File: config.mk
export PLATFORM = sky130hd
export DESIGN_NAME = instr_fetch
export DESIGN_NICKNAME = d
export VERILOG_FILES = /design/src/rtl/rv32i_pkg.sv /design/src/rtl/fetch_out_reg.sv /design/src/rtl/instr_fetch.sv
export SDC_FILE = /design/constraint.sdc
export NUM_CORES = 1
export LEC_CHECK = 0
export CORE_ASPECT_RATIO = 0.8
export CORE_UTILIZATION = 50
export CTS_BUF_LIST = sky130_fd_sc_hd__clkbuf_8
export CTS_CLUSTER_DIAMETER = 200
export DETAILED_ROUTE_END_ITERATION = 10
export GPL_TIMING_DRIVEN = 1
export HOLD_SLACK_MARGIN = 0.05
export PLACE_DENSITY = 0.87
export SYNTH_ARGS = -nofsm -noshare
export SYNTH_HDL_FRONTEND = slang
export SYNTH_HIERARCHICAL = 1
export SYNTH_SLANG_ARGS = --single-unit
export TNS_END_PERCENT = 100
File: constraint.sdc
create_clock -name clk -period 4.4 [get_ports clk]
set_clock_uncertainty 0.15 [all_clocks]
set_input_delay 0.88 -clock clk [delete_from_list [all_inputs] [get_ports clk]]
set_output_delay 0.88 -clock clk [all_outputs]
set_load 0.02 [all_outputs]
File: src/rtl/rv32i_pkg.sv
// Shared definitions for the RV32I front end.
//   fetch_state_e : instruction fetch FSM states
//   NOP_INSTR     : canonical bubble, ADDI x0,x0,0
//   PC_STEP       : sequential PC increment in bytes
package rv32i_pkg;

    typedef enum logic [1:0] {
        IDLE    = 2'd0,
        REQ     = 2'd1,
        WAIT    = 2'd2,
        DISCARD = 2'd3
    } fetch_state_e;

    localparam logic [31:0] NOP_INSTR = 32'h0000_0013;
    localparam logic [31:0] PC_STEP   = 32'd4;

endpackage

File: src/rtl/fetch_out_reg.sv
// One-entry valid/ready output register between fetch and decode.
// Optional feature macro: FETCH_MISALIGN_TRAP_EN (adds misalign flag).
//   clk, rst        : clock, asynchronous active-high reset
//   load            : capture load_instr/load_pc (and load_misalign), set valid
//   flush           : drop the held entry (has priority over load)
//   ready           : downstream accepts the held entry
//   valid/instr/pc  : entry presented downstream; instr is NOP while invalid
module fetch_out_reg #(
    parameter logic [31:0] RESET_PC  = 32'h0000_0000,
    parameter logic [31:0] NOP_INSTR = rv32i_pkg::NOP_INSTR
) (
    input  logic        clk,
    input  logic        rst,
    input  logic        load,
    input  logic        flush,
    input  logic        ready,
    input  logic [31:0] load_instr,
    input  logic [31:0] load_pc,
`ifdef FETCH_MISALIGN_TRAP_EN
    input  logic        load_misalign,
    output logic        misalign,
`endif
    output logic        valid,
    output logic [31:0] instr,
    output logic [31:0] pc
);

    always_ff @(posedge clk or posedge rst) begin
        if (rst) begin
            valid <= 1'b0;
            instr <= NOP_INSTR;
            pc    <= RESET_PC;
        end else if (flush) begin
            valid <= 1'b0;
            instr <= NOP_INSTR;
        end else if (load) begin
            valid <= 1'b1;
            instr <= load_instr;
            pc    <= load_pc;
        end else if (valid && ready) begin
            valid <= 1'b0;
            instr <= NOP_INSTR;
        end
    end

`ifdef FETCH_MISALIGN_TRAP_EN
    always_ff @(posedge clk or posedge rst) begin
        if (rst) begin
            misalign <= 1'b0;
        end else if (flush) begin
            misalign <= 1'b0;
        end else if (load) begin
            misalign <= load_misalign;
        end else if (valid && ready) begin
            misalign <= 1'b0;
        end
    end
`endif

endmodule

File: src/rtl/instr_fetch.sv
// RV32I instruction fetch stage: owns the PC, issues single-outstanding word
// fetches over req/gnt/rvalid, and hands instructions to decode via
// valid/ready. Redirects from execute flush any in-flight fetch.
// Optional feature macro: FETCH_MISALIGN_TRAP_EN (misaligned redirect trap,
// adds output if_misalign).
//   clk, rst                 : clock, asynchronous active-high reset
//   imem_req/imem_addr       : fetch request and byte address (= pc_q)
//   imem_gnt                 : request accepted
//   imem_rvalid/imem_rdata   : instruction response
//   redirect_valid/_pc       : control-flow redirect
//   if_valid/if_ready        : handshake to decode
//   if_instr/if_pc           : fetched word and its PC
module instr_fetch #(
    parameter logic [31:0] RESET_PC  = 32'h0000_0000,
    parameter logic [31:0] NOP_INSTR = rv32i_pkg::NOP_INSTR
) (
    input  logic        clk,
    input  logic        rst,
    output logic        imem_req,
    output logic [31:0] imem_addr,
    input  logic        imem_gnt,
    input  logic        imem_rvalid,
    input  logic [31:0] imem_rdata,
    input  logic        redirect_valid,
    input  logic [31:0] redirect_pc,
    output logic        if_valid,
    input  logic        if_ready,
    output logic [31:0] if_instr,
`ifdef FETCH_MISALIGN_TRAP_EN
    output logic        if_misalign,
`endif
    output logic [31:0] if_pc
);
    import rv32i_pkg::*;

    fetch_state_e state_q, state_d;
    logic [31:0]  pc_q, pc_d;
    logic [31:0]  target_pc;
    logic         slot_free;
    logic         resp_load;
    logic         trap_load;
    logic         fetch_halt;
    logic         out_load;
    logic         out_flush;

`ifdef FETCH_MISALIGN_TRAP_EN
    // A misaligned target is taken as-is; fetching stops until the next
    // redirect and a single trap marker is handed to decode instead.
    assign target_pc = redirect_pc;
    assign trap_load = redirect_valid && (redirect_pc[1:0] != 2'b00);

    always_ff @(posedge clk or posedge rst) begin
        if (rst) begin
            fetch_halt <= 1'b0;
        end else if (redirect_valid) begin
            fetch_halt <= trap_load;
        end
    end
`else
    assign target_pc  = redirect_pc & 32'hFFFF_FFFC;
    assign trap_load  = 1'b0;
    assign fetch_halt = 1'b0;
`endif

    // The slot is free if empty or being drained this cycle, so a new fetch
    // can never overwrite an entry decode has not taken.
    assign slot_free = !if_valid || if_ready;
    assign imem_req  = (state_q == REQ) && slot_free && !fetch_halt;
    assign imem_addr = pc_q;

    always_ff @(posedge clk or posedge rst) begin
        if (rst) begin
            state_q <= IDLE;
            pc_q    <= RESET_PC;
        end else begin
            state_q <= state_d;
            pc_q    <= pc_d;
        end
    end

    always_comb begin
        state_d   = state_q;
        pc_d      = pc_q;
        resp_load = 1'b0;
        case (state_q)
            IDLE: state_d = REQ;
            REQ: begin
                // A grant in the redirect cycle still leaves a response in
                // flight, which DISCARD must swallow.
                if (imem_req && imem_gnt) begin
                    state_d = redirect_valid ? DISCARD : WAIT;
                end
            end
            WAIT: begin
                if (imem_rvalid) begin
                    state_d = REQ;
                    if (!redirect_valid) begin
                        resp_load = 1'b1;
                        pc_d      = pc_q + PC_STEP;
                    end
                end else if (redirect_valid) begin
                    state_d = DISCARD;
                end
            end
            DISCARD: begin
                if (imem_rvalid) begin
                    state_d = REQ;
                end
            end
            default: state_d = IDLE;
        endcase
        if (redirect_valid) begin
            pc_d = target_pc;
        end
    end

    // Trap marker and response load are mutually exclusive: a response is
    // only loaded when no redirect is present.
    assign out_load  = resp_load || trap_load;
    assign out_flush = redirect_valid && !trap_load;

    fetch_out_reg #(
        .RESET_PC  (RESET_PC),
        .NOP_INSTR (NOP_INSTR)
    ) u_out_reg (
        .clk           (clk),
        .rst           (rst),
        .load          (out_load),
        .flush         (out_flush),
        .ready         (if_ready),
        .load_instr    (trap_load ? NOP_INSTR : imem_rdata),
        .load_pc       (trap_load ? redirect_pc : pc_q),
`ifdef FETCH_MISALIGN_TRAP_EN
        .load_misalign (trap_load),
        .misalign      (if_misalign),
`endif
        .valid         (if_valid),
        .instr         (if_instr),
        .pc            (if_pc)
    );

endmodule

-- Word-level counts from Yosys, hierarchy flattened
Cells that the tools add are included.
- register bits after elaboration: 99
- bits of input ports: 70
- output and inout bits: 98
- add/sub/neg operators: 1
- bitwise logic cells: 1
- equal/unequal tests: 6
- reductions and logical operators: 12
- multiplexer cells: 18
- operator list (operator ; count):
    $mux 32 ; 6
    $add 32x3->32 const B ; 1
    $mux 2 ; 4
    $pmux 2 s4 ; 1
    $mux 1 ; 7
    $eq 2x2->1 const B ; 2
    $reduce_and 2->1 ; 2
    $reduce_bool 2->1 ; 2
    $logic_and 1x1->1 ; 3
    $ne 3x3->1 const B ; 1
    $reduce_and 3->1 ; 1
    $reduce_bool 3->1 ; 1
    $eq 2x1->1 const B ; 1
    $logic_not 2->1 ; 1
    $ne 2x1->1 const B ; 1
    $ne 2x2->1 const B ; 1
    $logic_not 1->1 ; 1
    $logic_or 1x1->1 ; 1
    $not 1->1 ; 1

-- Depth between registers and ports, before layout
Gate-level depths: netlist (run 1).
- word-level depth: 6
- depth in mapped cells: 8
- gate-level depth less buffers: 6

-- Hierarchy
The synthesis (run 1) kept the hierarchy.
- by module, submodules not included (module ; cells each ; instances ; area each (um^2)):
    fetch_out_reg ; 218 ; 1 ; 2806.4
    instr_fetch ; 223 ; 1 ; 1941.9

-- Worst setup path after synthesis (run 1)
No wires, ideal clock.
- path type: input to register
- start: in imem_rvalid
- end: reg pc_q[30], in the netlist imem_addr[30]
- path slack: 1.897 ns
- cell stages on the path: 5
- arrival: 2.271 ns
- cells stage by stage: nand3_1 or4_1 clkbuf_1 or4_1 a31oi_1
- longest elaborated chain between the ends: 2
- RTL lines (item ; RTL line ; text):
    start, declared ; instr_fetch.sv:22 ; input logic imem_rvalid,
    $reduce_bool 2->1 (no line) ; -- ;
    $reduce_and 2->1 (no line) ; -- ;
    end signal, assigned ; instr_fetch.sv:77 ; pc_q <= pc_d;
    end, declared ; instr_fetch.sv:37 ; logic [31:0] pc_q, pc_d;
No other way between the ends.
A chain may end at the register's enable or synchronous reset.

-- Worst setup path in the final report (run 1)
- start: in if_ready
- end: out imem_req
- longest elaborated chain between the ends: 2
- RTL lines (item ; RTL line ; text):
    start, declared ; instr_fetch.sv:27 ; input logic if_ready,
    $logic_or 1x1->1 ; instr_fetch.sv:67 ; assign slot_free = !if_valid || if_ready;
    $logic_and 1x1->1 ; instr_fetch.sv:68 ; assign imem_req = (state_q == REQ) && slot_free && !fetch_halt;
    end, declared ; instr_fetch.sv:19 ; output logic imem_req,
No other way between the ends.

==> reports/results.env, run 1 <==
ROOT_BUFFER='sky130_fd_sc_hd__clkbuf_8'
DRTITER0DRC=295
GRT_ANTENNA_BEFORE_REPAIR=0
CTS-ROOT-TO-SINK-BUFFERS=2
GRT_TOTAL_USAGE_PCT=25.40
TIGHTEST_SLEW_NS=0.9771
WIRELENGTH_UM=12600
POST-DP-HPWL_UM=8974
CELLINTERNALPOWER_W=0.001987
FMAXACHIEVABLE_GHz=0.3027
CLOCK_LATENCY_NS=0.35
TIMING.CRITICAL_PATH.SLOWEST_STAGE_CELL='sky130_fd_sc_hd__clkdlybuf4s50_1'
TIMING.HOLD.WORST.CLASS='reg2reg'
P_LEAK_nW=2.674
SETUP.WORST_PATH.START_CLASS='primary input'
POST-PLACE-CELLS=699
DIE_AREA_MM2=0.009893
GRT_PASS1_VIAS=3857
POST-ROUTE-DRC-COUNT=18
VIOLATIONS_IN_THE_FINAL_REPORTS='design-rule violations'
TIMING_WORST_SETUP_PATH_TYPE='in2out'
CRITPATHMAXSTAGEDELAY_NS=0.62
HOLD_VIOL_FINAL=0
DIE-HEIGHT_UM=89.16
POWER_SWITCHING_SHARE_PCT=31.52
HP-START='u_out_reg/pc[20]$_DFFE_PP0P_'
CTS_TREE='built'
CRITICAL_PATH.REG2REG.STARTPOINT='state_q[0]$_DFFE_PP0P_'
STATUS='complete, but fails checks'
TIMING.FINAL.CRIT_PERIOD_NS=3.303
FINAL_LAYOUT_SIZE_SUFFIX_GT1_SHARE_PCT=10.22
ROUTE.DETAILED.VIAS_PER_INST=5.631
CTS_HOLD_BUFS=0
REGTOREGENDPOINT='imem_addr[30]$_DFFE_PP0P_'
FINALCRITPERIODSHARE_PCT=75.08
HOLD_DEPTH=1
POWER.CLOCK.FRACTION_PCT=21.1
SYNTH_SEQ_AREA_SHARE_PCT=51.20
CLK_PIN_SLEW_NS=0.08
CPMOSTUSEDCELL='sky130_fd_sc_hd__clkdlybuf4s50_1'
NUM-FILL-CELLS=718
NUM_IO_PINS=168
SYNTH.TOP_CELL.AREA_SHARE_PCT=49.54
WL_MET1_UM=5512
GRT_FIRST_PASS_WIRELENGTH_UM=19680
CPLARGESTDELAYFAMILY='buffers and inverters'
GLOBALROUTE.TOTALOVERFLOW=0
GLOBALPLACE.CONGESTION=0.8304
ASYNC_RESET_FF_SHARE_PCT=100.0
LOGIC_DEPTH_OF_THE_WORST_REGISTER_TO_REGISTER_PATH=6
COUNT_OF_TRITONROUTE_ITERATIONS_IN_THE_FIRST_ROUTING_PASS=8
FIN_CELLS=712
GRT_SETUP_UNREPAIRED='false'
FIN_TNS_SETUP_NS=0
PLACEMENT_ROWS=31
MAX-VDD-IR-DROP_V=0.0002845
ANTENNADIODECOUNT=0
SHARE_COMB_OF_TOTAL_POWER_PCT=37.1
LEADING_CELL_TYPES_BY_TOTAL_AREA_AFTER_SYNTHESIS='sky130_fd_sc_hd__dfrtp_1, sky130_fd_sc_hd__mux2_4, sky130_fd_sc_hd__nand2_1'
REG2REG_SLACK_NS=1.80
MAX_CAP_VIOLATIONS=0
MET3ROUTEDLENGTH_UM=616
INITIAL_CORE_UTIL_PCT=51.87
POST-ROUTE-UTIL_PCT=72.01
CLOCK_SINK_COUNT=97
DIE-WIDTH_UM=111.0
FINALSETUPVIOLCOUNT=0
SYNTH.LARGEST_AREA_CELL='sky130_fd_sc_hd__dfrtp_1'
POSTROUTEANTENNANETS=0
SYNTH_CELL_TYPES=45
SYNTH-EDFF-COUNT=0
SEQ_POWER_SHARE_PCT=41.8
SYNTHESIS.AREA_PER_INSTANCE_UM2=10.77
FIN_WORST_HOLD_SLACK_NS=0.3457
WORST-ENDPOINT-REQUIRED_NS=3.37
FINAL_MAX_SLEW_VIOL_COUNT=0
CORE_MM2=0.009154
TOP_LAYER='met4'
SLEW-LIMIT-HEADROOM_PCT=34.70
POST_CTS_RESIZE_COUNT=0
CRITICAL_PATH_DEPTH=4
YS_WARN_COUNT=6
CP.ARRIVAL_NS=2.27
PLACEMENT.IO_BUFFERS=163
CTS-BUFFERS-INSERTED=9
END_KIND='output port'
SYN_TO_FINAL_GROWTH_PCT=38.81
WHS_ENDPOINT='u_out_reg/pc[20]$_DFFE_PP0P_'
PIN_COUNT_OF_THE_BIGGEST_NET_ENTERING_GLOBAL_ROUTING=66
NETLIST_AREA_PRE_PLACE_MM2=0.004748
WORSTPATHMAXFANOUT=4
DOMINANTREGCELLSYNTH='sky130_fd_sc_hd__dfrtp_1'
CTSHTREEMAXLEVEL=3
YS_SEQ_ELEMENTS=97
VIA_COUNT=4009
P_SWITCHING_W=0.0009145
CRITICAL_PATH_BUF_INV_COUNT=2
ROUTED-WL-MET2_UM=6209
SYN_INST=441
CTS_SETUP_BUFFERS=0
POWER.DENSITY_CELL_AREA_mW_PER_MM2=440.3
DRT-WIRELENGTH-PER-CELL_UM=17.70
CRITICAL_PATH_CELL_LIST='clkdlybuf4s50_1 > nand2b_1 > and2_1 > clkdlybuf4s50_1'
NUM-NETS-FINAL=669
## Yosys cell counts, types with 2 or more instances
library cell,number
sky130_fd_sc_hd__a31oi_1,15
sky130_fd_sc_hd__nor3_1,5
sky130_fd_sc_hd__inv_1,9
sky130_fd_sc_hd__o31ai_1,13
sky130_fd_sc_hd__mux2_4,30
sky130_fd_sc_hd__or4_1,20
sky130_fd_sc_hd__nor2b_1,3
sky130_fd_sc_hd__or3_1,2
sky130_fd_sc_hd__o21ai_0,12
sky130_fd_sc_hd__mux2i_1,2
sky130_fd_sc_hd__dfstp_2,3
sky130_fd_sc_hd__ha_1,4
sky130_fd_sc_hd__buf_2,7
sky130_fd_sc_hd__clkbuf_1,14
sky130_fd_sc_hd__nand4_1,7
sky130_fd_sc_hd__dfrtp_1,94
sky130_fd_sc_hd__xor2_1,6
sky130_fd_sc_hd__buf_12,3
sky130_fd_sc_hd__o21bai_1,3
sky130_fd_sc_hd__and2_1,4
sky130_fd_sc_hd__buf_6,3
sky130_fd_sc_hd__xnor2_1,3
sky130_fd_sc_hd__nand2_1,60
sky130_fd_sc_hd__mux2_1,2
sky130_fd_sc_hd__a21oi_1,33
sky130_fd_sc_hd__and3_1,3
sky130_fd_sc_hd__o211ai_1,3
sky130_fd_sc_hd__and4_1,2
sky130_fd_sc_hd__buf_4,3
sky130_fd_sc_hd__nor2_1,19
sky130_fd_sc_hd__nand3b_1,29
sky130_fd_sc_hd__nand3_1,12
## worst register-to-register path, delay by kind of cell (launching register included)
family / cells / cell delay [ns]
AOI/OAI and AO/OA: 1 / 0.19
adders and majority gates: 1 / 0.30
buffers and inverters: 1 / 0.10
DFF: 1 / 0.41
and+or+nand+nor: 3 / 1.38
## registers in the layout, summed over array words and instances, names as in the netlist
register / count
u_out_reg/instr: 32
state_q: 2
u_out_reg/pc: 32
u_out_reg/valid: 1
imem_addr: 30
## stage by stage
| stage | area [um2] | power, W | setup WS [ns] |
|---|---|---|---|
| finish | 6591 | 0.002902 | 1.097 |
| global route | 6591 | 0.003036 | 1.023 |
| CTS | 6591 | 0.002923 | 1.089 |
| detailed placement | 6386 | 0.002305 | 1.101 |
| global placement | 6386 | 0.002256 | 1.121 |
| floorplan | 4760 | 0.001789 | 1.749 |
## cell usage in the layout (no fill, tap or decap), types with 6 or more instances in the layout
master                              n
sky130_fd_sc_hd__a21oi_1           33
sky130_fd_sc_hd__a31oi_1           15
sky130_fd_sc_hd__buf_4              7
sky130_fd_sc_hd__clkbuf_8          10
sky130_fd_sc_hd__clkdlybuf4s50_1  162
sky130_fd_sc_hd__dfrtp_1           94
sky130_fd_sc_hd__inv_1              8
sky130_fd_sc_hd__mux2_4            30
sky130_fd_sc_hd__nand2_1           60
sky130_fd_sc_hd__nand3_1           12
sky130_fd_sc_hd__nand3b_1          29
sky130_fd_sc_hd__nand4_1            7
sky130_fd_sc_hd__nor2_1            18
sky130_fd_sc_hd__o21ai_0           12
sky130_fd_sc_hd__o31ai_1           13
sky130_fd_sc_hd__or4_1             20
sky130_fd_sc_hd__xor2_1             6
## power by group through the flow
stage	logic, W	clock network, W	registers (W)
2_1_floorplan	0.000377	0	0.00141
3_5_place_dp	0.00108	0	0.00123
4_1_cts	0.00108	0.000625	0.00122
3_3_place_gp	0.00104	0	0.00121
6_report	0.00108	0.000612	0.00121
5_1_grt	0.00114	0.000660	0.00124
## per-layer routing
metal,vias up,track usage [%]
met2,138,43.40
met4,0,9.215
li1,1872,-
met3,22,4.136
met1,1977,33.42
met5,-,0
## worst max path at each step
stage / from / end
2_1_floorplan: rst / u_out_reg/instr[10]$_DFFE_PP0P_
3_3_place_gp: if_ready / imem_req
3_5_place_dp: if_ready / imem_req
4_1_cts: if_ready / imem_req
5_1_grt: if_ready / imem_req
6_report: if_ready / imem_req
## cell type report
class / count / area (um2) / area share [%]
flip-flops and latches: 97 / 2431 / 36.88
multi-input cells: 307 / 2095 / 31.78
well taps: 115 / 143.9 / 2.183
clock buffers: 10 / 137.6 / 2.088
clock inverters: 3 / 67.56 / 1.025
inverters: 10 / 37.54 / 0.5695
repair buffers: 170 / 1679 / 25.47
## logic make-up (layout without fill, tap and decap cells)
group	count (synthesis)	after routing	share of synthesized area, %
compound gates	83	83	10.46
xor+xnor	9	9	1.660
fa+ha+maj	4	4	1.054
buf+inv	40	193	5.085
flops	97	97	51.20
mux	35	35	10.62
other cells	1	4	0.07898
simple gates	172	172	19.84
(Power assumes the default switching activity.)
==> run 2, diff against run 1 <==
Settings changed: CORE_UTILIZATION 50 to 47, PLACE_DENSITY 0.87 to 0.82.
Clock period 4.4 ns to 3.1 ns, I/O delays scaled along.
==> reports/results.env, run 2 (synthesized netlist as in run 1, its figures left out) <==
STATUS='completed'
SYN_TO_FINAL_GROWTH_PCT=39.47
FMAXACHIEVABLE_GHz=0.3601
POSTROUTEANTENNANETS=0
CELLINTERNALPOWER_W=0.002699
CTS-ROOT-TO-SINK-BUFFERS=2
LOGIC_DEPTH_OF_THE_WORST_REGISTER_TO_REGISTER_PATH=4
FIN_CELLS=737
CORE_MM2=0.009729
MOST_FREQUENT_CELLS_IN_THE_LAYOUT='sky130_fd_sc_hd__clkdlybuf4s50_1, sky130_fd_sc_hd__dfrtp_1, sky130_fd_sc_hd__nand2_1'
P_LEAK_nW=2.680
CLOCK_SINK_COUNT=97
SLEW-LIMIT-HEADROOM_PCT=33.63
INITIAL_CORE_UTIL_PCT=48.80
ROOT_BUFFER='sky130_fd_sc_hd__clkbuf_8'
FIN_TNS_SETUP_NS=0
HOLD_DEPTH=1
CP.ARRIVAL_NS=2.01
SHARE_COMB_OF_TOTAL_POWER_PCT=37.5
POST-DP-HPWL_UM=8823
FINAL_COMMON_CELL='sky130_fd_sc_hd__clkdlybuf4s50_1'
GRT_PASS1_VIAS=3940
ROUTE.DETAILED.VIAS_PER_INST=5.342
MAX_CAP_VIOLATIONS=0
CRITICAL_PATH.REG2REG.STARTPOINT='imem_addr[6]$_DFFE_PP0P_'
POST_CTS_RESIZE_COUNT=0
HP-START='u_out_reg/pc[21]$_DFFE_PP0P_'
GLOBALPLACE.CONGESTION=0.8030
TIMING.HOLD.WORST.CLASS='reg2reg'
CTS_HOLD_BUFS=0
WIRELENGTH_UM=12120
FINALSETUPVIOLCOUNT=0
POWER.DENSITY_CELL_AREA_mW_PER_MM2=608.1
PLACEMENT.IO_BUFFERS=163
MAX-VDD-IR-DROP_V=0.0003696
SEQ_POWER_SHARE_PCT=42.8
TIGHTEST_SLEW_NS=0.9931
ANTENNADIODECOUNT=0
DIE-HEIGHT_UM=91.90
CTS-BUFFERS-INSERTED=9
DIE-WIDTH_UM=114.4
DIE_AREA_MM2=0.01051
CLOCK_LATENCY_NS=0.36
FINAL_LAYOUT_SIZE_SUFFIX_GT1_SHARE_PCT=10.82
GRT_TOTAL_USAGE_PCT=24.64
CTSHTREEMAXLEVEL=3
TIMING_WORST_SETUP_PATH_TYPE='in2out'
POST-ROUTE-UTIL_PCT=68.07
FIN_WORST_HOLD_SLACK_NS=0.3596
COUNT_OF_TRITONROUTE_ITERATIONS_IN_THE_FIRST_ROUTING_PASS=5
WORSTPATHMAXFANOUT=4
HOLD_VIOL_FINAL=0
DRTITER0DRC=193
POST-ROUTE-DRC-COUNT=0
TIMING.FINAL.CRIT_PERIOD_NS=2.777
CTS_TREE='built'
FINALCRITPERIODSHARE_PCT=89.58
WHS_ENDPOINT='u_out_reg/pc[21]$_DFFE_PP0P_'
END_KIND='output port'
PIN_COUNT_OF_THE_BIGGEST_NET_ENTERING_GLOBAL_ROUTING=66
REGTOREGENDPOINT='imem_addr[23]$_DFFE_PP0P_'
GRT_FIRST_PASS_WIRELENGTH_UM=20180
GLOBALROUTE.TOTALOVERFLOW=0
PLACEMENT_ROWS=32
VIA_COUNT=3937
REG2REG_SLACK_NS=0.50
FINAL_MAX_SLEW_VIOL_COUNT=0
GRT_SETUP_UNREPAIRED='false'
POST-PLACE-CELLS=721
WORST-ENDPOINT-REQUIRED_NS=2.33
P_SWITCHING_W=0.001328
POWER_SWITCHING_SHARE_PCT=32.98
NUM-NETS-FINAL=670
DRT-WIRELENGTH-PER-CELL_UM=16.44
GRT_ANTENNA_BEFORE_REPAIR=0
CTS_SETUP_BUFFERS=0
SETUP.WORST_PATH.START_CLASS='primary input'
CLK_PIN_SLEW_NS=0.10
POWER.CLOCK.FRACTION_PCT=19.7
NUM_IO_PINS=168
## run 2: changes by cell type in the layout (fill, tap and decap cells not counted)
cell | previous run | this run
sky130_fd_sc_hd__clkinv_4 | 0 | 2
sky130_fd_sc_hd__inv_6 | 0 | 1
sky130_fd_sc_hd__clkinv_2 | 0 | 1
sky130_fd_sc_hd__clkbuf_8 | 10 | 11
sky130_fd_sc_hd__buf_12 | 0 | 1
sky130_fd_sc_hd__bufinv_16 | 2 | 0
## run 2: how the worst max path moves through the flow
stage          cells past startpoint         from  slack [ns]                               to
6_report                           4     if_ready        0.32                         imem_req
5_1_grt                            4     if_ready        0.27                         imem_req
4_1_cts                            4     if_ready        0.32                         imem_req
3_5_place_dp                       5  imem_rvalid        0.10        imem_addr[30]$_DFFE_PP0P_
3_3_place_gp                       5  imem_rvalid        0.15        imem_addr[30]$_DFFE_PP0P_
2_1_floorplan                      1          rst        0.71  u_out_reg/instr[10]$_DFFE_PP0P_
## run 2: cell type report
cell class / instances / area (um2)
Inverter: 10 / 37.54
Sequential cell: 97 / 2431
Clock inverter: 5 / 38.79
Clock buffer: 11 / 151.4
Fill cell: 760 / 3107
Multi-Input combinational cell: 307 / 2095
Timing Repair Buffer: 171 / 1699
Tap cell: 136 / 170.2
## run 2: critical path: stages
cell and delay [ns]:
sky130_fd_sc_hd__clkdlybuf4s50_1 0.51, sky130_fd_sc_hd__nand2b_1 0.13, sky130_fd_sc_hd__and2_1 0.12, sky130_fd_sc_hd__clkdlybuf4s50_1 0.63
## run 2: power by group through the flow
stage | combinational, W | sequential, W | clock (W)
5_1_grt | 0.00161 | 0.00176 | 0.000861
6_report | 0.00151 | 0.00172 | 0.000793
3_3_place_gp | 0.00148 | 0.00173 | 0
3_5_place_dp | 0.00152 | 0.00174 | 0
2_1_floorplan | 0.000536 | 0.00200 | 0
4_1_cts | 0.00152 | 0.00172 | 0.000813
## run 2: through the flow
step / total power, W / worst slack (ns) / instance area, um2
3_5_place_dp: 0.003259 / 0.1048 / 6432
3_3_place_gp: 0.003210 / 0.1534 / 6432
4_1_cts: 0.004060 / 0.3177 / 6623
2_1_floorplan: 0.002540 / 0.7085 / 4760
5_1_grt: 0.004231 / 0.2718 / 6623
6_report: 0.004027 / 0.3230 / 6623
## run 2: metal layers
| metal | vias up | part of all wire, % | global-route usage [%] |
|---|---|---|---|
| met5 | - | 0 | 0 |
| met4 | 0 | 1.8 | 7.468 |
| met3 | 20 | 4.4 | 4.230 |
| met2 | 119 | 48 | 39.49 |
| met1 | 1918 | 46 | 34.26 |
| li1 | 1880 | - | - |
==> run 3, diff against run 2 <==
Settings changed: CORE_UTILIZATION 47 to 50, PLACE_DENSITY 0.82 to 0.87.
Clock period 3.1 ns to 3.6 ns, I/O delays scaled along.
==> reports/results.env, run 3 (synthesized netlist as in run 1, its figures left out) <==
CTSHTREEMAXLEVEL=3
GR-USAGE-MET3_PCT=5.356
NUM-NETS-FINAL=669
GLOBALROUTE.TOTALOVERFLOW=0
FIN_CELLS=715
DESIGN_AREA_MM2=0.006596
CLOCK_SINK_COUNT=97
CTS_HOLD_BUFS=0
CORE_MM2=0.009154
SETUP.WORST_PATH.START_CLASS='primary input'
POST_CTS_RESIZE_COUNT=0
COUNT_OF_TRITONROUTE_ITERATIONS_IN_THE_FIRST_ROUTING_PASS=7
POSTROUTEANTENNANETS=0
FINAL_MAX_SLEW_VIOL_COUNT=0
P_LEAK_nW=2.675
STATUS='complete, but fails checks'
FINAL_LAYOUT_SIZE_SUFFIX_GT1_SHARE_PCT=10.33
WORSTPATHMAXFANOUT=4
DIE-WIDTH_UM=111.0
ROUTE.DETAILED.VIAS_PER_INST=5.587
ANTENNADIODECOUNT=0
PLACEMENT_ROWS=31
GRT_PASS1_VIAS=3882
POST-LAYOUT-TOTAL-POWER_W=0.003508
GRT_SETUP_UNREPAIRED='false'
MULTI_INPUT_AREA_MM2=0.002095
POST-ROUTE-DRC-COUNT=18
POST-PLACE-CELLS=699
GRT_BUSIEST_LAYER='met2'
WIRELENGTH_UM=12510
FIN_TNS_SETUP_NS=0
FINALSETUPVIOLCOUNT=0
PIN_COUNT_OF_THE_BIGGEST_NET_ENTERING_GLOBAL_ROUTING=66
TIGHTEST_SLEW_NS=0.9839
CTS_TREE='built'
PLACEMENT.IO_BUFFERS=163
TIMING.HOLD.WORST.CLASS='reg2reg'
VIA_COUNT=3995
SYN_TO_FINAL_GROWTH_PCT=38.92
GLOBALROUTEMET1UTIL_PCT=34.51
CLOCK_LATENCY_NS=0.35
GRTUSAGEMET2_PCT=42.71
FMAXACHIEVABLE_GHz=0.3330
FINALCRITPERIODSHARE_PCT=83.42
MAX-VDD-IR-DROP_V=0.0003879
NUM-FILL-CELLS=668
CTS_SETUP_BUFFERS=0
CTS-ROOT-TO-SINK-BUFFERS=2
DRT-WIRELENGTH-PER-CELL_UM=17.49
DIE-HEIGHT_UM=89.16
HOLD_VIOL_FINAL=0
CLK_PIN_SLEW_NS=0.09
GRT_FIRST_PASS_WIRELENGTH_UM=19970
ROOT_BUFFER='sky130_fd_sc_hd__clkbuf_8'
VIOLATIONS_IN_THE_FINAL_REPORTS='design-rule violations'
CTS-BUFFERS-INSERTED=9
END_KIND='output port'
TIMING_WORST_SETUP_PATH_TYPE='in2out'
DIE_AREA_MM2=0.009893
DRTITER0DRC=223
POST-ROUTE-UTIL_PCT=72.06
POST-DP-HPWL_UM=8966
POSTPLACECELLAREA_MM2=0.006399
GRT_TOTAL_USAGE_PCT=25.75
TIMING.FINAL.CRIT_PERIOD_NS=3.003
GRT_ANTENNA_BEFORE_REPAIR=0
NUM_IO_PINS=168
FINAL_COMMON_CELL='sky130_fd_sc_hd__clkdlybuf4s50_1'
MAX_CAP_VIOLATIONS=0
CP.ARRIVAL_NS=2.13
SEQCELLAREA_MM2=0.002431
MOST_FREQUENT_CELLS_IN_THE_LAYOUT='sky130_fd_sc_hd__clkdlybuf4s50_1, sky130_fd_sc_hd__dfrtp_1, sky130_fd_sc_hd__nand2_1'
SLEW-LIMIT-HEADROOM_PCT=34.24
WORST-ENDPOINT-REQUIRED_NS=2.73
POWER.DENSITY_CELL_AREA_mW_PER_MM2=531.8
INITIAL_CORE_UTIL_PCT=51.87
GLOBALPLACE.CONGESTION=0.8039
run 3: where the power goes:
group | leakage [nW] | total (W) | switching [W] | internal [W]
clock | 0.0971 | 0.000706 | 0.000371 | 0.000336
sequential | 1.24 | 0.00148 | 0.000176 | 0.00131
combinational | 1.34 | 0.00132 | 0.000593 | 0.000725
total | 2.68 | 0.00351 | 0.00114 | 0.00237
run 3: through the flow:
stage | hold WS [ns] | worst slack (ns)
2_1_floorplan | 0.3840 | 1.109
3_3_place_gp | 0.3165 | 0.5610
3_5_place_dp | 0.3317 | 0.4995
4_1_cts | 0.3483 | 0.6022
5_1_grt | 0.3786 | 0.5727
6_report | 0.3491 | 0.5970
run 3: worst paths after layout:
check                           cells past startpoint                    startpoint  slack [ns]                              end
worst max-delay path                                4                      if_ready        0.60                         imem_req
worst min-delay path                                1  u_out_reg/pc[21]$_DFFE_PP0P_        0.35     u_out_reg/pc[21]$_DFFE_PP0P_
worst max register to register                      6        state_q[0]$_DFFE_PP0P_        0.95        imem_addr[30]$_DFFE_PP0P_
worst min register to register                      1  u_out_reg/pc[21]$_DFFE_PP0P_        0.35     u_out_reg/pc[21]$_DFFE_PP0P_
max in group asynchronous                           3                           rst        2.34   u_out_reg/instr[4]$_DFFE_PP1P_
min in group asynchronous                           3                           rst        0.63  u_out_reg/instr[15]$_DFFE_PP0P_
run 3: cell type report:
cell class | instances | area share (%)
sequential | 97 | 36.86
multi-input combinational | 307 | 31.75
timing repair buffer | 170 | 25.64
tap | 115 | 2.181
clock buffer | 10 | 2.086
clock inverter | 6 | 0.9105
inverter | 10 | 0.5690
run 3: per-layer routing:
metal | wire (um) | share of wire, % | vias up
met5 | 0 | 0 | -
met4 | 253 | 2.0 | 0
met3 | 675 | 5.4 | 18
met2 | 6009 | 48 | 144
met1 | 5569 | 45 | 1959
li1 | - | - | 1874
run 3: worst max-delay path, cell delays in order:
cell	delay, ns
sky130_fd_sc_hd__clkdlybuf4s50_1	0.51
sky130_fd_sc_hd__nand2b_1	0.14
sky130_fd_sc_hd__and2_1	0.13
sky130_fd_sc_hd__clkdlybuf4s50_1	0.63
